`src/rtl/text_banner.sv`:
```
// Runtime-writable ROWS x COLS one-bit text overlay for the VGA pipeline.
// Maps (x, y) onto a scaled cell grid and registers overlay_active; supports scrolling and blinking.
module text_banner #(
  parameter int COLS       = 22,
  parameter int ROWS       = 9,
  parameter int SCALE_LOG2 = 3,
  parameter int ORIGIN_COL = 30,
  parameter int ORIGIN_ROW = 25,
  parameter int BLINK_LOG2 = 5,
  localparam int RW        = (ROWS > 1) ? $clog2(ROWS) : 1,
  localparam int OW        = $clog2(COLS)
) (
  input  logic            clk,
  input  logic            rst,
  input  logic [9:0]      x,
  input  logic [9:0]      y,
  input  logic            frame_start,
  input  logic            wr_en,
  input  logic [RW-1:0]   wr_row,
  input  logic [COLS-1:0] wr_data,
  input  logic            scroll_en,
  input  logic            scroll_dir,
  input  logic            blink_en,
  output logic            overlay_active
);

  logic [COLS-1:0]       bitmap [ROWS];
  logic [OW-1:0]         offset;
  logic [BLINK_LOG2-1:0] frame_cnt;

  logic [9:0]  cx;
  logic [9:0]  cy;
  logic [11:0] col;
  logic [11:0] row;
  logic        in_col;
  logic        in_row;
  logic        in_window;
  logic [OW:0] sum;
  logic [OW-1:0] src_idx;
  logic [OW-1:0] col_sel;
  logic [RW-1:0] row_sel;
  logic        lit;
  logic        blank;
  logic        wr_ok;

  // Cell coordinates keep the full 10 bits, and col/row carry a sign bit (bit 11)
  // so pixels left of / above the origin never alias into the window.
  assign cx  = x >> SCALE_LOG2;
  assign cy  = y >> SCALE_LOG2;
  assign col = {2'b00, cx} - 12'(ORIGIN_COL);
  assign row = {2'b00, cy} - 12'(ORIGIN_ROW);

  assign in_col    = !col[11] && (col[10:0] < 11'(COLS));
  assign in_row    = !row[11] && (row[10:0] < 11'(ROWS));
  assign in_window = in_col && in_row;

  // col and offset are both below COLS, so one conditional subtract finishes the modulo.
  assign sum     = {1'b0, col[OW-1:0]} + {1'b0, offset};
  assign src_idx = (sum >= (OW+1)'(COLS)) ? (sum[OW-1:0] - OW'(COLS)) : sum[OW-1:0];

  // Out-of-window indices may exceed the array bounds; steer them to a safe entry.
  assign col_sel = in_window ? src_idx : '0;
  assign row_sel = in_window ? row[RW-1:0] : '0;

  assign lit   = in_window && bitmap[row_sel][col_sel];
  assign blank = blink_en && frame_cnt[BLINK_LOG2-1];
  assign wr_ok = wr_en && ({1'b0, wr_row} < (RW+1)'(ROWS));

  always_ff @(posedge clk or posedge rst) begin
    if (rst) begin
      for (int r = 0; r < ROWS; r++) begin
        bitmap[r] <= '0;
      end
    end else if (wr_ok) begin
      bitmap[wr_row] <= wr_data;
    end
  end

  always_ff @(posedge clk or posedge rst) begin
    if (rst) begin
      offset <= '0;
    end else if (frame_start && scroll_en) begin
      if (!scroll_dir) begin
        offset <= (offset == OW'(COLS - 1)) ? '0 : offset + 1'b1;
      end else begin
        offset <= (offset == '0) ? OW'(COLS - 1) : offset - 1'b1;
      end
    end
  end

  always_ff @(posedge clk or posedge rst) begin
    if (rst) begin
      frame_cnt <= '0;
    end else if (frame_start) begin
      frame_cnt <= frame_cnt + 1'b1;
    end
  end

  always_ff @(posedge clk or posedge rst) begin
    if (rst) begin
      overlay_active <= 1'b0;
    end else begin
      overlay_active <= lit && !blank;
    end
  end

endmodule

```
`config.mk`:
```
export PLATFORM = sky130hd
export DESIGN_NAME = text_banner
export DESIGN_NICKNAME = d
export VERILOG_FILES = /design/src/rtl/text_banner.sv
export SDC_FILE = /design/constraint.sdc
export NUM_CORES = 1
export LEC_CHECK = 0
export BUFFER_PORTS_ARGS = -buffer_cell sky130_fd_sc_hd__clkbuf_2
export CAP_MARGIN = 10
export CORE_UTILIZATION = 40
export CTS_BUF_LIST = sky130_fd_sc_hd__clkbuf_16
export CTS_CLUSTER_DIAMETER = 50
export DETAILED_ROUTE_END_ITERATION = 12
export GPL_TIMING_DRIVEN = 0
export HOLD_SLACK_MARGIN = 0.02
export PLACE_DENSITY_LB_ADDON = 0.1
export SYNTH_ARGS = -nofsm -noshare
export SYNTH_HDL_FRONTEND = slang
export SYNTH_SLANG_ARGS = --single-unit
export TNS_END_PERCENT = 5
```
`constraint.sdc`:
```
create_clock -name clk -period 6.87 [get_ports clk]
set_clock_uncertainty 0.05 [all_clocks]
set_input_delay 1.374 -clock clk [delete_from_list [all_inputs] [get_ports clk]]
set_output_delay 1.374 -clock clk [all_outputs]
set_load 0.005 [all_outputs]
```
==> summary.md <==
| Metric | Value |
|---|---|
| Vias in the first global route | between 8k and 9k |
| Worst EP required | approximately 7.2 ns |
| Pin count of the biggest net entering global routing | 42 |
| RR Startpoint | offset[0]$_DFFE_PP0P_ |
| Syn nets | 969 |
| Post-synth cell types | 77 |
| Area Overhead vs Synth | 16.2% |
| Violation count after the first detailed-route iteration | about 660 |
| Synth Register Bits | 209 |
| GRT Total Usage | between 20% and 30% |
| Clk Latency, worst-skew pair | 0.54 ns |
| Die width | between 150 and 200 µm |
| Num ports | 54 |
| Final min period | about 6.2 ns |
| Post-synth EDFFs | 0 |
| Slew Limit Fails | 0 |
| CP endpoint kind | flip-flop |
| WL/cell | about 25 µm |
| Slew at the pin with the worst max-slew slack | 1.11 ns |
| Cell Area, Placed | between 10,000 and 15,000 µm² |
| CTS clock-pin slew for the worst setup and hold paths | around 0.060 ns |
| P per Cell Area | between 300 and 400 nW/µm² |
| Rel. slew slack | between 20% and 30% |
| Placed insts | 1,288 |
| Post-route cell area | 12,600 µm² |
| GR Overflow Total | 0 |
| Maximum root-to-sink buffer count | 3 |
| Fillers | 2,446 |
| Register-to-register path setup slack | 2.19 ns |
| Status | finished with violations |
| TritonCTS Buffers | 28 |
| PortBufs | 45 |
| Fraction of registers with async set/reset | 100% |
| Initial antenna violation count | 1 |
| Met1 WL | between 10 and 15 mm |
| Setup repair after global routing missed its margin | false |
| DRC errors left | 5 |
| Fmax | ~0.16 GHz |
| Setup TNS | 0 ns |
| Chip height | ~170 µm |
| Non-Filler Instances | around 1.3k |
| Die ar. | ~28,000 µm² |
| Share of cells above drive strength 1 | between 30% and 40% |
| Top post-synthesis cells by area | dfrtp_1 (48%), mux2_2 (22%), mux2i_1 (2.7%), nand2_1 (1.6%), ha_1 (1.5%) |
| CP startpoint | y[3] |
| TritonRoute pass-1 iters | 9 |
| First-pass GRT wire length | around 50 mm |
| Top Metal Used | met5 |
| Lkg Pwr | 5.33 nW |
| Postcts setup bufs | 0 |
| Top FF cell, synth | dfrtp_1 |
| Layout Nets | around 1.1k |
| Synthesized area | around 11,000 µm² |
| P_int | ~0.0030 W |
| Final ANT Viol Nets | 0 |
| Comb pwr share | a little over a quarter |
| CP Capture Point | overlay_active$_DFF_PP0_ |
| Flop pwr share | just under 40% |
| Largest vdd supply drop | between 0.1 and 0.15 mV |
| Switching part of the total | around 30% |
| CTS tree | built |
| CTS sink count | 209 |
| Period utilization | 89.5% |
| Sw power | between 0.001 and 0.0015 W |
| R2R depth | 12 |
| Met3 WL | 2.11 mm |
| Core area | 26,300 µm² |
| Worst min-delay path category | flip-flop to flip-flop |
| CP startpoint kind | input pin |
| Clock power frac | 35.1% |
| R2R Path End | overlay_active$_DFF_PP0_ |
| Failing checks | DRC |
| Crit Path Category | input pin to flip-flop |
| Final setup viols | 0 |
| # diodes | 0 |
| Max-cap violations | 0 |
| Cts hold-fix bufs | 0 |
| CP arrival | 6.51 ns |
| Power Total | about 0.0044 W |
| Routed met2 length | roughly 15 mm |
| Util after Layout | roughly 48% |
| Share of the synthesized area in the top cell type | 48.3% |
| Post-DP HPWL | 23.2 mm |
| Most common cell in the netlist | mux2_2 |
| Final Hold Viols | 0 |
| Clock root buffer | clkbuf_16 |
| CP Max Fanout | 10 |
| Initial Util | about two fifths |
| GPL Wtd Cong | roughly 0.88 |
| Most frequent cells after synthesis | mux2_2 (213), dfrtp_1 (209), nand2_1 (45) |
| Cells after synthesis | 902 |
| Avg Inst Size Synth | 12.0 µm² |
| Routed wire length | roughly 33 mm |
| H-tree depth | 1 |
| Vias per cell | 5.93 |
| Syn. warnings | 0 |
| Row count | between 50 and 60 |
| Sequential-to-total area share from yosys stat | between 40% and 50% |
| Routed vias | between 7k and 8k |
| Leading area contributor after synthesis | dfrtp_1 |
| Post-CTS Resized | 0 |
## cell families (layout without fill, tap and decap cells)
logic type | after synthesis | in the layout | share of synthesized area (%)
AOI/OAI and AO/OA | 186 | 186 | 12.5
and+or+nand+nor | 164 | 164 | 8.32
buffers and inverters | 73 | 175 | 2.87
muxes | 245 | 245 | 25.4
xor gates and xnor gates | 11 | 11 | 0.890
adders and majority gates | 14 | 14 | 1.69
DFF | 209 | 209 | 48.3
## critical path: stages
cell and delay [ns]:
clkbuf_2 0.09, buf_4 0.20, clkinv_1 0.31, buf_1 0.44, ha_1 0.41, buf_2 0.25
nand2_1 0.30, o311ai_2 0.42, o32a_1 0.34, nand4_1 0.43, clkbuf_1 0.54, a21oi_1 0.25
a211oi_1 0.11, o311ai_0 0.46, a31oi_1 0.09, nor4_1 0.35, nor4_2 0.12
## layout make-up
type                            instances  area, µm²  area share [%]
Clock buffer                           29        726            5.77
Clock inverter                         22        259            2.06
Timing Repair Buffer                   51        345            2.75
Multi-Input combinational cell        620       5280            42.0
Tap cell                              335        419            3.33
Sequential cell                       209       5230            41.6
Inverter                               19       75.1           0.597
Buffer                                 54        239            1.90
## sequential cells by signal, indices dropped and copies added, names as in the netlist
signal	cells
offset	5
bitmap	198
overlay_active	1
frame_cnt	5
## stage by stage
step | setup slack (ns) | hold WS [ns]
after floorplan | 2.03 | 0.396
after global placement | 0.157 | 0.410
after detailed placement | 0.167 | 0.415
after CTS | 0.717 | 0.424
after global routing | 0.425 | 0.428
final | 0.720 | 0.422
## how the worst min path moves through the flow
stage | from | depth (start not counted) | slack (ns) | endpoint
global route | frame_cnt[4]$_DFFE_PP0P_ | 1 | 0.43 | frame_cnt[4]$_DFFE_PP0P_
CTS | frame_cnt[4]$_DFFE_PP0P_ | 1 | 0.42 | frame_cnt[4]$_DFFE_PP0P_
floorplan | frame_cnt[4]$_DFFE_PP0P_ | 1 | 0.40 | frame_cnt[4]$_DFFE_PP0P_
finish | frame_cnt[3]$_DFFE_PP0P_ | 1 | 0.42 | frame_cnt[3]$_DFFE_PP0P_
detailed placement | frame_cnt[4]$_DFFE_PP0P_ | 1 | 0.42 | frame_cnt[4]$_DFFE_PP0P_
global placement | frame_cnt[4]$_DFFE_PP0P_ | 1 | 0.41 | frame_cnt[4]$_DFFE_PP0P_
## power by group through the flow
stage / combinational, W / sequential (W) / clock [W]
global route: 0.00124 / 0.00174 / 0.00162
floorplan: 0.000815 / 0.00167 / 0
global placement: 0.00110 / 0.00171 / 0
CTS: 0.00113 / 0.00170 / 0.00156
detailed placement: 0.00113 / 0.00172 / 0
finish: 0.00114 / 0.00170 / 0.00154
## per-layer routing
layer / global-route usage [%] / vias up
li1: - / 3581
met1: 34.2 / 4026
met2: 38.3 / 257
met3: 5.32 / 78
met4: 9.06 / 2
met5: 0 / -
## placed cells by master (no fill, tap or decap), drive strengths merged, types with 13 or more instances in the layout
cell / count
o21ai: 32
a211oi: 20
nand2: 45
nand3: 18
nor3: 17
dfrtp: 209
nor2: 21
ha: 13
clkbuf: 101
buf: 33
a21oi: 28
mux2: 214
mux2i: 29
inv: 24
Power figures use the tool's default switching activity.
